File: config.mk
export PLATFORM = sky130hd
export DESIGN_NAME = frame_scheduler
export DESIGN_NICKNAME = d
export VERILOG_FILES = /design/src/rtl/frame_scheduler.sv
export SDC_FILE = /design/constraint.sdc
export NUM_CORES = 1
export LEC_CHECK = 0
export CORE_MARGIN = 5
export CORE_UTILIZATION = 49
export CTS_BUF_LIST = sky130_fd_sc_hd__clkbuf_16
export DETAILED_ROUTE_END_ITERATION = 16
export GPL_TIMING_DRIVEN = 0
export HOLD_SLACK_MARGIN = 0.08
export PLACE_DENSITY_LB_ADDON = 0.05
export SLEW_MARGIN = 10
export SYNTH_ARGS = -nofsm -noshare
export SYNTH_HDL_FRONTEND = slang
export SYNTH_SLANG_ARGS = --single-unit
File: constraint.sdc
create_clock -name CLOCK_50 -period 1.61 [get_ports CLOCK_50]
set_input_delay 0.161 -clock CLOCK_50 [delete_from_list [all_inputs] [get_ports CLOCK_50]]
set_output_delay 0.161 -clock CLOCK_50 [all_outputs]
set_load 0.01 [all_outputs]
File: src/rtl/frame_scheduler.sv
// Frame scheduler: sequences background clear, sprite queue and buffer swap
// against the VGA vertical sync, with a per-frame watchdog and overrun reporting.
module frame_scheduler #(
    parameter int unsigned TIMEOUT_CYCLES = 1666666
) (
    input  logic       CLOCK_50,
    input  logic       RESET_L,
    input  logic       ENABLE,
    input  logic       VSYNC,
    input  logic [2:0] SPRITE_COUNT,
    input  logic       CLEAR_DONE,
    input  logic       QUEUE_DONE,
    output logic       RUN_CLEAR,
    output logic       RUN_QUEUE,
    output logic [2:0] STOP_ADDRESS,
    output logic       SWAP_BUF,
    output logic       DRAW_BUF,
    output logic       FRAME_BUSY,
    output logic [7:0] FRAME_COUNT,
    output logic       OVERRUN,
    output logic       TIMEOUT
);

    typedef enum logic [2:0] {
        S_IDLE      = 3'd0,
        S_WAIT_VS   = 3'd1,
        S_CLEAR     = 3'd2,
        S_QUEUE     = 3'd3,
        S_WAIT_SWAP = 3'd4,
        S_SWAP      = 3'd5
    } state_t;

    localparam logic [20:0] WD_LIMIT = 21'(TIMEOUT_CYCLES - 1);

    state_t      state_q, state_d;
    logic        vs_prev_q, vs_prev_d;
    logic [2:0]  stop_q, stop_d;
    logic        draw_buf_q, draw_buf_d;
    logic [7:0]  frame_cnt_q, frame_cnt_d;
    logic [20:0] wd_q, wd_d;
    logic        overrun_q, overrun_d;
    logic        timeout_q, timeout_d;
    logic        vs_edge_s;
    logic        wd_expired_s;

    assign vs_edge_s    = vs_prev_q & ~VSYNC;
    // Greater-or-equal keeps the budget enforced in QUEUE even after the
    // count has passed the limit in a cycle where CLEAR_DONE won.
    assign wd_expired_s = (wd_q >= WD_LIMIT);

    // Next-state, latch and pulse computation for the frame sequence.
    always_comb begin
        state_d     = state_q;
        vs_prev_d   = VSYNC;
        stop_d      = stop_q;
        draw_buf_d  = draw_buf_q;
        frame_cnt_d = frame_cnt_q;
        overrun_d   = 1'b0;
        timeout_d   = 1'b0;
        if ((state_q == S_CLEAR) || (state_q == S_QUEUE)) begin
            wd_d = wd_q + 21'd1;
        end else begin
            wd_d = wd_q;
        end

        case (state_q)
            S_IDLE: begin
                if (ENABLE) begin
                    state_d = S_WAIT_VS;
                end else begin
                    state_d = S_IDLE;
                end
            end
            S_WAIT_VS: begin
                if (vs_edge_s) begin
                    state_d = S_CLEAR;
                    stop_d  = SPRITE_COUNT;
                    wd_d    = 21'd0;
                end else if (!ENABLE) begin
                    state_d = S_IDLE;
                end else begin
                    state_d = S_WAIT_VS;
                end
            end
            S_CLEAR: begin
                overrun_d = vs_edge_s;
                if (CLEAR_DONE) begin
                    state_d = S_QUEUE;
                end else if (wd_expired_s) begin
                    state_d   = S_WAIT_VS;
                    timeout_d = 1'b1;
                end else begin
                    state_d = S_CLEAR;
                end
            end
            S_QUEUE: begin
                if (QUEUE_DONE && vs_edge_s) begin
                    state_d = S_SWAP;
                end else if (QUEUE_DONE) begin
                    state_d = S_WAIT_SWAP;
                end else if (wd_expired_s) begin
                    overrun_d = vs_edge_s;
                    state_d   = S_WAIT_VS;
                    timeout_d = 1'b1;
                end else begin
                    overrun_d = vs_edge_s;
                    state_d   = S_QUEUE;
                end
            end
            S_WAIT_SWAP: begin
                if (vs_edge_s) begin
                    state_d = S_SWAP;
                end else begin
                    state_d = S_WAIT_SWAP;
                end
            end
            S_SWAP: begin
                if (ENABLE) begin
                    state_d = S_CLEAR;
                    stop_d  = SPRITE_COUNT;
                    wd_d    = 21'd0;
                end else begin
                    state_d = S_IDLE;
                end
            end
            default: begin
                state_d = S_IDLE;
            end
        endcase

        // Buffer index and frame count advance on the way into SWAP.
        if (state_d == S_SWAP) begin
            draw_buf_d  = ~draw_buf_q;
            frame_cnt_d = frame_cnt_q + 8'd1;
        end else begin
            draw_buf_d  = draw_buf_q;
            frame_cnt_d = frame_cnt_q;
        end
    end

    // State and output registers; reset forces IDLE immediately.
    always_ff @(posedge CLOCK_50 or negedge RESET_L) begin
        if (!RESET_L) begin
            state_q     <= S_IDLE;
            vs_prev_q   <= 1'b1;
            stop_q      <= 3'd0;
            draw_buf_q  <= 1'b0;
            frame_cnt_q <= 8'd0;
            wd_q        <= 21'd0;
            overrun_q   <= 1'b0;
            timeout_q   <= 1'b0;
        end else begin
            state_q     <= state_d;
            vs_prev_q   <= vs_prev_d;
            stop_q      <= stop_d;
            draw_buf_q  <= draw_buf_d;
            frame_cnt_q <= frame_cnt_d;
            wd_q        <= wd_d;
            overrun_q   <= overrun_d;
            timeout_q   <= timeout_d;
        end
    end

    assign RUN_CLEAR    = (state_q == S_CLEAR);
    assign RUN_QUEUE    = (state_q == S_QUEUE);
    assign SWAP_BUF     = (state_q == S_SWAP);
    assign FRAME_BUSY   = (state_q == S_CLEAR) || (state_q == S_QUEUE);
    assign STOP_ADDRESS = stop_q;
    assign DRAW_BUF     = draw_buf_q;
    assign FRAME_COUNT  = frame_cnt_q;
    assign OVERRUN      = overrun_q;
    assign TIMEOUT      = timeout_q;

endmodule

==> results.json <==
{
  "status": "complete, but fails checks",
  "violations": "negative setup slack",
  "syn_to_final_growth_pct": 47.8,
  "setup_viol": 10,
  "place_congestion": 0.875,
  "nets": 280,
  "cts_max_level": 2,
  "ys_warn_count": 0,
  "core_area_mm2": 0.00403,
  "internal-power_mw": 3.31,
  "synth-main-ff-cell": "dfrtp_1",
  "required_ns": 1.77,
  "fin_crit_ns": 1.71,
  "hold_viol": 0,
  "clk_pin_slew_ns": 0.06,
  "fillers": 270,
  "worstPathMaxFanout": 8,
  "ant_nets": 0,
  "diodes": 0,
  "clock_skew_ns": 0.00193,
  "fin_area_mm2": 0.00302,
  "p_sw_mw": 1.73,
  "crit_arrival_ns": 1.88,
  "async_flop_share": 1.00,
  "ff2ff_setup_slack_ns": -0.10,
  "gr-usage-met1": 0.252,
  "ff_latch_area_um2": 985,
  "yosysTopAreaCell": "dfrtp_1",
  "cp-start-kind": "flip-flop",
  "power.leakage_nw": 1.30,
  "place_area_mm2": 0.00238,
  "ir_worst_vdd_mv": 1.33,
  "syn_area_mm2": 0.00204,
  "cts_root_buffer": "clkbuf_16",
  "r2r-start": "state_q[1]",
  "insertion_delay_ns": 0.28,
  "busiest_layer": "met2",
  "via_per_inst": 5.66,
  "wl_per_cell_um": 16.8,
  "grt_pass1_vias": 1863,
  "synthCells": 202,
  "synthDistinctLibCells": 53,
  "tns_ns": -0.517,
  "drtIter0Drc": 61,
  "post-route-period-util": 1.06,
  "power.density_mw_per_mm2": 1670,
  "worstSetupPathType": "reg -> reg",
  "clkPwrFrac": 0.248,
  "use_met2": 0.337,
  "start_util": 0.507,
  "drv_cap": 0,
  "ys_ff_latch": 39,
  "place_ws_ns": -0.298,
  "die_x_um": 74.5,
  "synth_edf_count": 0,
  "r2r_cells": 5,
  "drive_gt1_frac": 0.335,
  "die_h_um": 74.5,
  "dp_hpwl_um": 3220,
  "drt_wl_total_um": 5370,
  "slew_headroom": 0.641,
  "synth-xor-area-share": 0.0773,
  "p_comb_frac": 0.402,
  "grt_pass1_wl_um": 8510,
  "startpoint": "state_q[1]",
  "synth_adder_area_share": 0.0184,
  "grt_use_met3": 0.0432,
  "synth-simple-area-share": 0.278,
  "numCtsBuffers": 5,
  "drtPass1Iterations": 4,
  "cts_sinks": 39,
  "critical_path.endpoint": "FRAME_COUNT[1]",
  "grt_max_degree": 31,
  "avgSynthCellArea_um2": 10.1,
  "fp.dieArea_mm2": 0.00556,
  "slew_viol_final": 0,
  "clock.fmax_mhz": 583,
  "cts_tree": "yes",
  "synthMostInstantiatedCell": "dfrtp_1",
  "whs_ns": 0.285,
  "drc": 0,
  "vias": 1806,
  "grtUsageTotal": 0.201,
  "rsz0062_at_grt": "true",
  "rows": 23,
  "end_kind": "flip-flop",
  "synth_compound_area_frac": 0.103,
  "hp-class": "in -> async",
  "synth_top_area_share": 0.466,
  "overflow": 0,
  "synth_commonest_cells": "dfrtp_1 (38), nand2_1 (23), nor2_1 (16), xnor2_1 (11)",
  "antenna_found_initial": 0,
  "p_sw_frac": 0.344,
  "layout_setup_ws_ns": -0.104,
  "multi_input_area_mm2": 0.00117,
  "synthMuxAreaShare": 0.0202,
  "total_power_mw": 5.04,
  "synth_top_family_by_area": "simple AND/OR/NAND/NOR gates",
  "io_pins": 27,
  "reg2reg_to": "FRAME_COUNT[1]",
  "ys_top_cells_by_area": "dfrtp_1 (47%), xnor2_1 (4.7%), nand2_1 (4.2%)",
  "seq_area_frac_synth": 0.479,
  "synth.net_count": 214,
  "p_seq_frac": 0.349,
  "clk_path_buf_depth": 2,
  "portBuffers": 26,
  "tightest_slew_ns": 0.535
}
==> metal layers <==
metal,routed length (um),vias to the layer above
li1,-,860
met1,2290,885
met2,2780,52
met3,224,9
met4,81,0
met5,0,-
==> area by class of cell <==
| class | count | share of cell area |
|---|---|---|
| buffer | 5 | 0.0154 |
| clock buffer | 5 | 0.0415 |
| clock inverter | 3 | 0.0212 |
| inverter | 5 | 0.00622 |
| multi-input combinational | 152 | 0.388 |
| sequential | 39 | 0.327 |
| tap | 50 | 0.0207 |
| timing repair buffer | 60 | 0.181 |
==> repair_timing <==
action	in CTS	in global routing
hold buffers	1	0
endpoints found under the setup margin	35	37
endpoints found under the hold margin	39	0
resized for setup	28	39
cloned	0	1
setup buffers	19	13
pin swaps	12	15
==> worst max-delay path: stages, from the launching register on <==
cell and delay [ns]:
dfrtp_2 0.40, buf_6 0.13, or3b_4 0.39, a21boi_4 0.24, buf_4 0.15, mux2_4 0.28
==> cells by family after synthesis <==
group / after synthesis
buffers and inverters: 11
DFF: 39
xor gates and xnor gates: 18
adders and majority gates: 3
and+or+nand+nor: 97
muxes: 4
AOI/OAI and AO/OA: 30
==> per-stage QoR <==
stage | util | cells
3_3_place_gp | 0.588 | 278
3_5_place_dp | 0.591 | 279
5_1_grt | 0.748 | 319
6_report | 0.748 | 319
2_1_floorplan | - | 202
4_1_cts | 0.693 | 306
==> worst min-delay path by stage <==
| stage | start | to | slack [ns] | cells past startpoint |
|---|---|---|---|---|
| 2_1_floorplan | RESET_L | DRAW_BUF | -0.13 | 0 |
| 3_3_place_gp | DRAW_BUF | DRAW_BUF | 0.45 | 1 |
| 3_5_place_dp | RESET_L | wd_q[8] | 0.04 | 1 |
| 4_1_cts | RESET_L | wd_q[2] | 0.30 | 2 |
| 5_1_grt | RESET_L | wd_q[3] | 0.32 | 2 |
| 6_report | RESET_L | wd_q[3] | 0.29 | 2 |
==> power groups by stage <==
stage / registers (mW) / clock network (mW) / logic [mW]
after floorplan: 1.63 / 0 / 0.910
after detailed placement: 1.68 / 0 / 1.44
after global placement: 1.66 / 0 / 1.39
final: 1.76 / 1.25 / 2.03
after global routing: 1.81 / 1.32 / 2.21
after CTS: 1.69 / 1.26 / 1.76
==> sequential cells by signal (all words and copies together) (netlist names) <==
| name | cells |
|---|---|
| TIMEOUT | 1 |
| STOP_ADDRESS | 3 |
| DRAW_BUF | 1 |
| vs_prev_q | 1 |
| OVERRUN | 1 |
| state_q | 3 |
| wd_q | 21 |
| FRAME_COUNT | 8 |
==> cells in the final DEF (no fill, tap or decap), drive strengths merged, types with 2 or more instances in the layout <==
| cell type | count |
|---|---|
| o21ai | 5 |
| or3 | 4 |
| dlygate4sd2 | 2 |
| or4 | 4 |
| nor3 | 4 |
| buf | 39 |
| and4 | 2 |
| nor4 | 4 |
| o211ai | 2 |
| o31ai | 4 |
| nand2 | 23 |
| ha | 3 |
| dfrtp | 38 |
| nor2 | 16 |
| xor2 | 7 |
| nand4 | 8 |
| a21oi | 8 |
| nand3 | 11 |
| and3 | 4 |
| mux2i | 3 |
| clkdlybuf4s50 | 21 |
| bufinv | 2 |
| inv | 6 |
| clkbuf | 6 |
| xnor2 | 11 |
| and2 | 5 |
| nand4b | 3 |
No activity file was read; power rests on OpenSTA's default activity.
